`src/rtl/seven_seg_bcd_decoder_if.sv`:
```
// Segment readback bus: raw segment pattern in, registered BCD digit, error flag and error count out.
interface seven_seg_bcd_decoder_if #(
    parameter int ERR_CNT_W = 8
);
    logic [6:0]           seg_in;
    logic                 in_valid;
    logic [3:0]           bcd_out;
    logic                 out_valid;
    logic                 err;
    logic [ERR_CNT_W-1:0] err_count;

    modport master (
        output seg_in, in_valid,
        input  bcd_out, out_valid, err, err_count
    );

    modport slave (
        input  seg_in, in_valid,
        output bcd_out, out_valid, err, err_count
    );
endinterface

```
`src/rtl/seven_seg_bcd_decoder.sv`:
```
// Decodes a 7-segment pattern {a..g} back to a BCD digit; unknown glyphs give 4'hF and bump a saturating counter.
// One cycle latency, accepts a new pattern every cycle; no backpressure.
module seven_seg_bcd_decoder #(
    parameter int ACTIVE_LOW = 1,
    parameter int ALT_GLYPHS = 1,
    parameter int ERR_CNT_W  = 8
) (
    input  logic                   clk,
    input  logic                   rst,
    seven_seg_bcd_decoder_if.slave bus
);

    logic [6:0] lit;
    logic [3:0] dec_digit;
    logic       dec_err;

    always_comb begin
        lit       = (ACTIVE_LOW != 0) ? ~bus.seg_in : bus.seg_in;
        dec_digit = 4'hF;
        dec_err   = 1'b0;
        // Exact match on the active-high pattern; anything else is an error.
        case (lit)
            7'b1111110: dec_digit = 4'd0;
            7'b0110000: dec_digit = 4'd1;
            7'b1101101: dec_digit = 4'd2;
            7'b1111001: dec_digit = 4'd3;
            7'b0110011: dec_digit = 4'd4;
            7'b1011011: dec_digit = 4'd5;
            7'b1011111: dec_digit = 4'd6;
            7'b1110000: dec_digit = 4'd7;
            7'b1111111: dec_digit = 4'd8;
            7'b1111011: dec_digit = 4'd9;
            7'b0011111: begin
                if (ALT_GLYPHS != 0) dec_digit = 4'd6;
                else                 dec_err   = 1'b1;
            end
            7'b1110010: begin
                if (ALT_GLYPHS != 0) dec_digit = 4'd7;
                else                 dec_err   = 1'b1;
            end
            7'b1110011: begin
                if (ALT_GLYPHS != 0) dec_digit = 4'd9;
                else                 dec_err   = 1'b1;
            end
            default:    dec_err = 1'b1;
        endcase
        if (dec_err) dec_digit = 4'hF;
    end

    always_ff @(posedge clk) begin
        if (rst) begin
            bus.bcd_out   <= 4'd0;
            bus.out_valid <= 1'b0;
            bus.err       <= 1'b0;
            bus.err_count <= '0;
        end else begin
            bus.out_valid <= bus.in_valid;
            if (bus.in_valid) begin
                bus.bcd_out <= dec_digit;
                bus.err     <= dec_err;
                if (dec_err && (bus.err_count != {ERR_CNT_W{1'b1}}))
                    bus.err_count <= bus.err_count + 1'b1;
            end
        end
    end

endmodule

```
`src/flat_wrapper.sv`:
```
// flat-port wrapper written by rule: the top's interface ports become plain ports
module seven_seg_bcd_decoder_flat 
#(
    parameter int ACTIVE_LOW = 1,
    parameter int ALT_GLYPHS = 1,
    parameter int ERR_CNT_W  = 8
)
  (clk, rst, bus_seg_in, bus_in_valid, bus_bcd_out, bus_out_valid, bus_err, bus_err_count);
  seven_seg_bcd_decoder_if #(.ERR_CNT_W(ERR_CNT_W)) bus_i ();
  input  logic clk;
  input  logic rst;
  input wire logic [$bits(bus_i.seg_in)-1:0] bus_seg_in;
  input wire logic [$bits(bus_i.in_valid)-1:0] bus_in_valid;
  output wire logic [$bits(bus_i.bcd_out)-1:0] bus_bcd_out;
  output wire logic [$bits(bus_i.out_valid)-1:0] bus_out_valid;
  output wire logic [$bits(bus_i.err)-1:0] bus_err;
  output wire logic [$bits(bus_i.err_count)-1:0] bus_err_count;
  assign bus_i.seg_in = bus_seg_in;
  assign bus_i.in_valid = bus_in_valid;
  assign bus_bcd_out = bus_i.bcd_out;
  assign bus_out_valid = bus_i.out_valid;
  assign bus_err = bus_i.err;
  assign bus_err_count = bus_i.err_count;
  seven_seg_bcd_decoder #(.ACTIVE_LOW(ACTIVE_LOW), .ALT_GLYPHS(ALT_GLYPHS), .ERR_CNT_W(ERR_CNT_W)) u_core (.clk(clk), .rst(rst), .bus(bus_i));
endmodule
```
`config.mk`:
```
export PLATFORM = sky130hd
export DESIGN_NAME = seven_seg_bcd_decoder_flat
export DESIGN_NICKNAME = d
export VERILOG_FILES = /design/src/rtl/seven_seg_bcd_decoder_if.sv /design/src/rtl/seven_seg_bcd_decoder.sv /design/src/flat_wrapper.sv
export SDC_FILE = /design/constraint.sdc
export NUM_CORES = 1
export LEC_CHECK = 0
export ABC_AREA = 1
export CAP_MARGIN = 20
export CORE_MARGIN = 1.5
export CORE_UTILIZATION = 50
export CTS_BUF_LIST = sky130_fd_sc_hd__clkbuf_4 sky130_fd_sc_hd__clkbuf_8
export CTS_CLUSTER_SIZE = 40
export DETAILED_ROUTE_END_ITERATION = 8
export PLACE_DENSITY = 0.82
export REMOVE_ABC_BUFFERS = 1
export SYNTH_ARGS = -nofsm -noshare
export SYNTH_HDL_FRONTEND = slang
export SYNTH_SLANG_ARGS = --single-unit
export TNS_END_PERCENT = 20
```
`constraint.sdc`:
```
create_clock -name clk -period 4.25 [get_ports clk]
set_input_delay 0.6375 -clock clk [delete_from_list [all_inputs] [get_ports clk]]
set_output_delay 0.6375 -clock clk [all_outputs]
set_load 0.05 [all_outputs]
```
==> results of run 1 <==
metrics by stage:
stage / utilization [%] / instances / total power, mW / worst slack, ns / cell area (um^2)
after floorplan: - / 139 / 0.196 / 2.43 / 901
after global placement: 67.3 / 187 / 0.225 / 1.97 / 1160
after detailed placement: 67.3 / 187 / 0.227 / 1.92 / 1160
after CTS: 69.4 / 191 / 0.324 / 2.04 / 1200
after global routing: 69.4 / 191 / 0.336 / 1.99 / 1200
final: 69.4 / 191 / 0.322 / 2.04 / 1200
kinds of logic after synthesis:
kind of cell / count (synthesis) / synth area share [%]
flip-flops: 14 / 30.4
adder cells (fa/ha/maj): 1 / 1.36
XOR/XNOR: 5 / 4.76
AO/OA/AOI/OAI: 15 / 8.15
AND/OR/NAND/NOR: 86 / 45.8
buffers and inverters: 21 / 9.51
worst max path at each step:
stage                            startpoint                       to  slack, ns  cells past startpoint
floorplan           u_core.bus.err_count[0]  u_core.bus.err_count[0]       2.43                     10
global placement              bus_seg_in[4]  u_core.bus.err_count[2]       1.97                     10
detailed placement            bus_seg_in[4]  u_core.bus.err_count[7]       1.92                     10
CTS                 u_core.bus.err_count[5]         bus_err_count[5]       2.04                      1
global route        u_core.bus.err_count[5]         bus_err_count[5]       1.99                      1
finish              u_core.bus.err_count[5]         bus_err_count[5]       2.04                      1
synthesized netlist by cell type, drive strengths merged:
cell / count / area (um^2)
dfxtp: 14 / 280
xor2: 3 / 26.3
inv: 18 / 67.6
nor3b: 1 / 7.51
nand3: 9 / 62.6
nand4: 10 / 62.6
xnor2: 2 / 17.5
o21ai: 6 / 30.0
ha: 1 / 12.5
a21oi: 9 / 45.0
or2: 1 / 6.26
buf: 2 / 16.3
nor3: 2 / 10.0
clkbuf: 1 / 3.75
nor2: 28 / 131
nand2: 35 / 141
area by class of cell:
class                           count  share of cell area (%)
Inverter                           18                    5.64
Clock buffer                        4                    3.03
Tap cell                           25                    2.61
Multi-Input combinational cell    107                    46.1
Sequential cell                    14                    23.4
Timing Repair Buffer               23                    19.2
power groups by stage:
stage	clock [mW]	combinational [mW]	sequential, mW
2_1_floorplan	0	0.0279	0.168
3_3_place_gp	0	0.0803	0.145
3_5_place_dp	0	0.0813	0.145
4_1_cts	0.0999	0.0817	0.142
5_1_grt	0.104	0.0885	0.143
6_report	0.0984	0.0814	0.142
flip-flops by register name (all words and copies together) (netlist names):
register,count
u_core.bus.err_count,8
u_core.bus.bcd_out,4
u_core.bus.err,1
u_core.bus.out_valid,1
per-layer routing:
| metal | routed length, um | track usage [%] | share of wire, % |
|---|---|---|---|
| met3 | 74 | 4.76 | 3.7 |
| met2 | 890 | 34.4 | 44 |
| met1 | 1030 | 29.2 | 51 |
| met5 | 0 | 0 | 0 |
| met4 | 15 | 6.86 | 0.75 |
==> impl_results.md, run 1 <==
* Drt first pass iters at 5
* CTS tree: yes
* Worst-Skew Late Latency at 0.29 ns
* Int Pwr at 219 uW
* Most common cell after layout, fill and taps aside: nand2_1
* Final ANT Viol Nets at 0
* Cell area after synthesis at 921 um^2
* Worst path slowest cell: clkdlybuf4s50_1
* First-pass GRT wire length at 3360 um
* Synth warn at 0
* ANT cells at 0
* Multi-input logic area at 553 um^2
* Largest net degree at the start of global routing at 12
* Antenna violations before repair at 0
* # IOs at 24
* Chip Width at 45.9 um
* Worst r2r dst: u_core.bus.err_count[0]
* Total CTS buffers at 3
* Final wirelength at 2010 um
* Final setup violation count at 0
* Worst path cell trace: clkdlybuf4s50_1
* Area growth syn-to-layout at 30.2%
* Row count at 15
* Mapped Cells at 142
* RSZ-0062 raised after global routing: no
* Clock Skews at 0.00923 ns
* Worst reg2reg path depth at 10
* Net Sw Frac at 31.9%
* CP bufs+invs at 1
* Clk pin slew, worst setup/hold paths at 0.10 ns
* DP Wirelength at 1560 um
* CP Class: reg -> out
* Switch Pwr at 103 uW
* Worst VDD drop at 0.000257 V
* LEAKAGE at 0.553 nW
* Register bit count reported by yosys at 14
* Library cells used by synthesis at 24
* H-tree level count at 1
* Sequential cell area fraction in the yosys report at 30.4%
* Tightest Hold Check Type: reg -> reg
* DR iter-0 viols at 12
* # nets final at 178
* DRC at 0
* Fmax at 453 MHz
* Delay-heaviest family, CP: buffers and inverters
* Pwr Density at 269 nW/um^2
* Die ar. at 2110 um^2
* CP Capture Type: output pin
* Worst path max stage delay at 0.84 ns
* Core Area at 1730 um^2
* Worst reg2reg startpoint: u_core.bus.err_count[0]
* Vias in the first global route at 824
* Setup TNS Final at 0 ns
* GPL Wtd Cong at 0.908
* Total grt overflow at 0
* Hold Fails Final Rpt at 0
* Most frequent cells in the layout: nand2_1 (31), nor2_1 (23), clkdlybuf4s50_1 (23)
* Maxcap violations at 0
* Critical Path Start Type: register
* # port buffers at 23
* Hold Path Depth at 2
* Fillers at 168
* HP Start: u_core.bus.err_count[4]
* Total GRT Usage at 21.8%
* Vias/cell at 4.91
* Maximum buffer depth of the clock tree at 2
* Critical path data arrival time at 1.57 ns
* Min Hold Slack at 0.516 ns
* Relative slew slack at 66.5%
* DR WL/cell at 10.5 um
* R2r setup slk at 2.64 ns
* Die Y at 45.9 um
* FF/Latch Area at 280 um^2
* Hold Buf Count CTS at 0
* Layout cells sized above 1 at 11.4%
* Syn Area/Cell at 6.49 um^2
* Initial Util at 53.3%
* Final Critical Period at 2.21 ns
* Post-cts resize count at 0
* Crit share post-route at 51.9%
* Seq pwr share at 44.2%
* Pins Over Slew Limit at 0
* Comb power frac at 25.3%
* Via count at 938
* Hold EP: u_core.bus.err_count[4]
* Crit Path Max Fanout at 6
* Clock power share at 30.6%
* WP data required at 3.61 ns
* Status: completed
* Root Driver: clkbuf_4
* Clk sinks at 14
* Worst-margin pin slew at 0.501 ns
* Postcts setup bufs at 0
(Power assumes the default switching activity.)
==> run 2: changes to the inputs <==
clock period = 2.3 ns   (was 4.25 ns; I/O delays follow)
==> run 2 against run 1 <==
Effect of this change:
- count of clock-buffer cells in the layout shrank 1
- combinational power grew 86%
- cell count shrank 0.52%
- power grew 73%
- non-clock buffer count is the same
- wire length grew 1.7%
- clock skew grew 0.0063 ns
- setup slack lost 1.7 ns
- register-to-register slack lost 2.0 ns
- clock power grew 47%
- highest routed layer unchanged
==> impl_results.md, run 2 (synthesis gave the netlist of run 1 again) <==
* DR WL/cell at 10.8 um (was 10.5 um)
* Chip Width at 45.9 um (unchanged)
* Drt first pass iters at 4 (was 5)
* H-tree level count at 1 (unchanged)
* Initial Util at 53.3% (unchanged)
* LEAKAGE at 0.546 nW (was 0.553 nW)
* Postcts setup bufs at 0 (unchanged)
* Total CTS buffers at 3 (unchanged)
* First-pass GRT wire length at 3380 um (was 3360 um)
* Relative slew slack at 66.3% (was 66.5%)
* Critical path data arrival time at 1.59 ns (was 1.57 ns)
* Most frequent cells in the layout: nand2_1 (31), nor2_1 (23), clkdlybuf4s50_1 (23) (unchanged)
* Switch Pwr at 188 uW (was 103 uW)
* ANT cells at 0 (unchanged)
* Worst path cell trace: clkdlybuf4s50_1 (unchanged)
* Core Area at 1730 um^2 (unchanged)
* Total GRT Usage at 22.0% (was 21.8%)
* Status: completed (unchanged)
* Pins Over Slew Limit at 0 (unchanged)
* Pwr Total at 559 uW (was 322 uW)
* DP Wirelength at 1560 um (about the same)
* Fmax at 518 MHz
* Worst VDD drop at 0.000402 V (was 0.000257 V)
* Crit Path Max Fanout at 6 (unchanged)
* Worst-margin pin slew at 0.504 ns (was 0.501 ns)
* Most common cell after layout, fill and taps aside: nand2_1 (unchanged)
* Net Sw Frac at 33.7% (was 31.9%)
* Final setup violation count at 0 (unchanged)
* Int Pwr at 370 uW (was 219 uW)
* Largest regs: u_core.bus.err_count x8, u_core.bus.bcd_out x4 (unchanged)
* Layout cells sized above 1 at 10.9% (was 11.4%)
* # port buffers at 23 (unchanged)
* Post-place instance area at 1160 um^2 (unchanged)
* Worst-Skew Late Latency at 0.30 ns (was 0.29 ns)
* Clk pin slew, worst setup/hold paths at 0.09 ns (was 0.10 ns)
* Crit share post-route at 83.9%
* Max reg flops at 8 (unchanged)
* GPL Wtd Cong at 0.908 (about the same)
* Maximum buffer depth of the clock tree at 2 (unchanged)
* Die Y at 45.9 um (unchanged)
* CP bufs+invs at 1 (unchanged)
* Row count at 15 (unchanged)
* CP Capture Type: output pin (unchanged)
* Top reg by flops: u_core.bus.err_count (unchanged)
* Tightest Hold Check Type: reg -> reg (unchanged)
* Post-cts resize count at 0 (unchanged)
* Total grt overflow at 0 (unchanged)
* Clock Skews at 0.0156 ns (was 0.00923 ns)
* Root Driver: clkbuf_4 (unchanged)
* Maxcap violations at 0 (unchanged)
* Delay-heaviest family, CP: buffers and inverters (unchanged)
* Hold Fails Final Rpt at 0 (unchanged)
* Hold Buf Count CTS at 0 (unchanged)
* # IOs at 24 (unchanged)
* Clk sinks at 14 (unchanged)
* Worst path max stage delay at 0.84 ns (about the same)
* Largest net degree at the start of global routing at 12 (unchanged)
* Die ar. at 2110 um^2 (unchanged)
* Final ANT Viol Nets at 0 (unchanged)
* CP Class: reg -> out (unchanged)
* Area growth syn-to-layout at 28.7% (was 30.2%)
* Final wirelength at 2050 um (was 2010 um)
* Final Critical Period at 1.93 ns
* # nets final at 178 (unchanged)
* Critical Path Start Type: register (unchanged)
* Setup TNS Final at 0 ns (unchanged)
* Comb power frac at 27.0% (was 25.3%)
* Min Hold Slack at 0.515 ns (was 0.516 ns)
* Antenna violations before repair at 0 (unchanged)
* Via count at 967 (was 938)
* CTS tree: yes (unchanged)
* WP data required at 1.96 ns (was 3.61 ns)
* Vias in the first global route at 843 (was 824)
* Pre-CTS WS at 0.267 ns (was 1.92 ns)
* Seq pwr share at 47.1% (was 44.2%)
* Vias/cell at 5.09 (was 4.91)
* DR iter-0 viols at 27 (was 12)
* Final instance area at 1180 um^2 (was 1200 um^2)
* Worst Slack Setup Final at 0.370 ns (was 2.04 ns)
* RSZ-0062 raised after global routing: no (unchanged)
* DRC at 0 (unchanged)
* Pwr Density at 471 nW/um^2 (was 269 nW/um^2)
* Clock power share at 25.9% (was 30.6%)
* Worst path slowest cell: clkdlybuf4s50_1 (unchanged)
run 2: cell types whose count changed in the layout (fill, tap and decap cells not counted):
cell,delta
clkbuf_8,-1
run 2: final cells by class:
type	count	area (um^2)
Clock buffer	3	22.5
Fill cell	163	542
Inverter	18	67.6
Multi-Input combinational cell	107	553
Sequential cell	14	280
Tap cell	25	31.3
Timing Repair Buffer	23	230
run 2: path summary, 6_finish.rpt:
kind                                               from                 endpoint  slack (ns)  cells after the start
worst max-delay path            u_core.bus.err_count[6]         bus_err_count[6]        0.37                      1
worst min-delay path            u_core.bus.err_count[4]  u_core.bus.err_count[4]        0.51                      2
worst max register to register  u_core.bus.err_count[0]  u_core.bus.err_count[1]        0.68                     10
worst min register to register  u_core.bus.err_count[4]  u_core.bus.err_count[4]        0.51                      2
run 2: power by group through the flow:
stage | registers, mW | clock network (mW) | logic, mW
after floorplan | 0.310 | 0 | 0.0515
after global placement | 0.268 | 0 | 0.148
after detailed placement | 0.268 | 0 | 0.150
after CTS | 0.263 | 0.145 | 0.151
after global routing | 0.265 | 0.152 | 0.162
final | 0.263 | 0.145 | 0.151
run 2: per-stage QoR:
step	utilization, %	std cells
global route	68.6	190
CTS	68.6	190
global placement	67.3	187
detailed placement	67.3	187
finish	68.6	190
floorplan	-	139
run 2: layer usage:
metal  up-vias  track usage, %  part of all wire, %
li1        510               -                    -
met1       430            27.6                   48
met2        23            36.4                   45
met3         4            4.76                  4.6
met4         0            8.57                  2.1
met5         -               0                    0
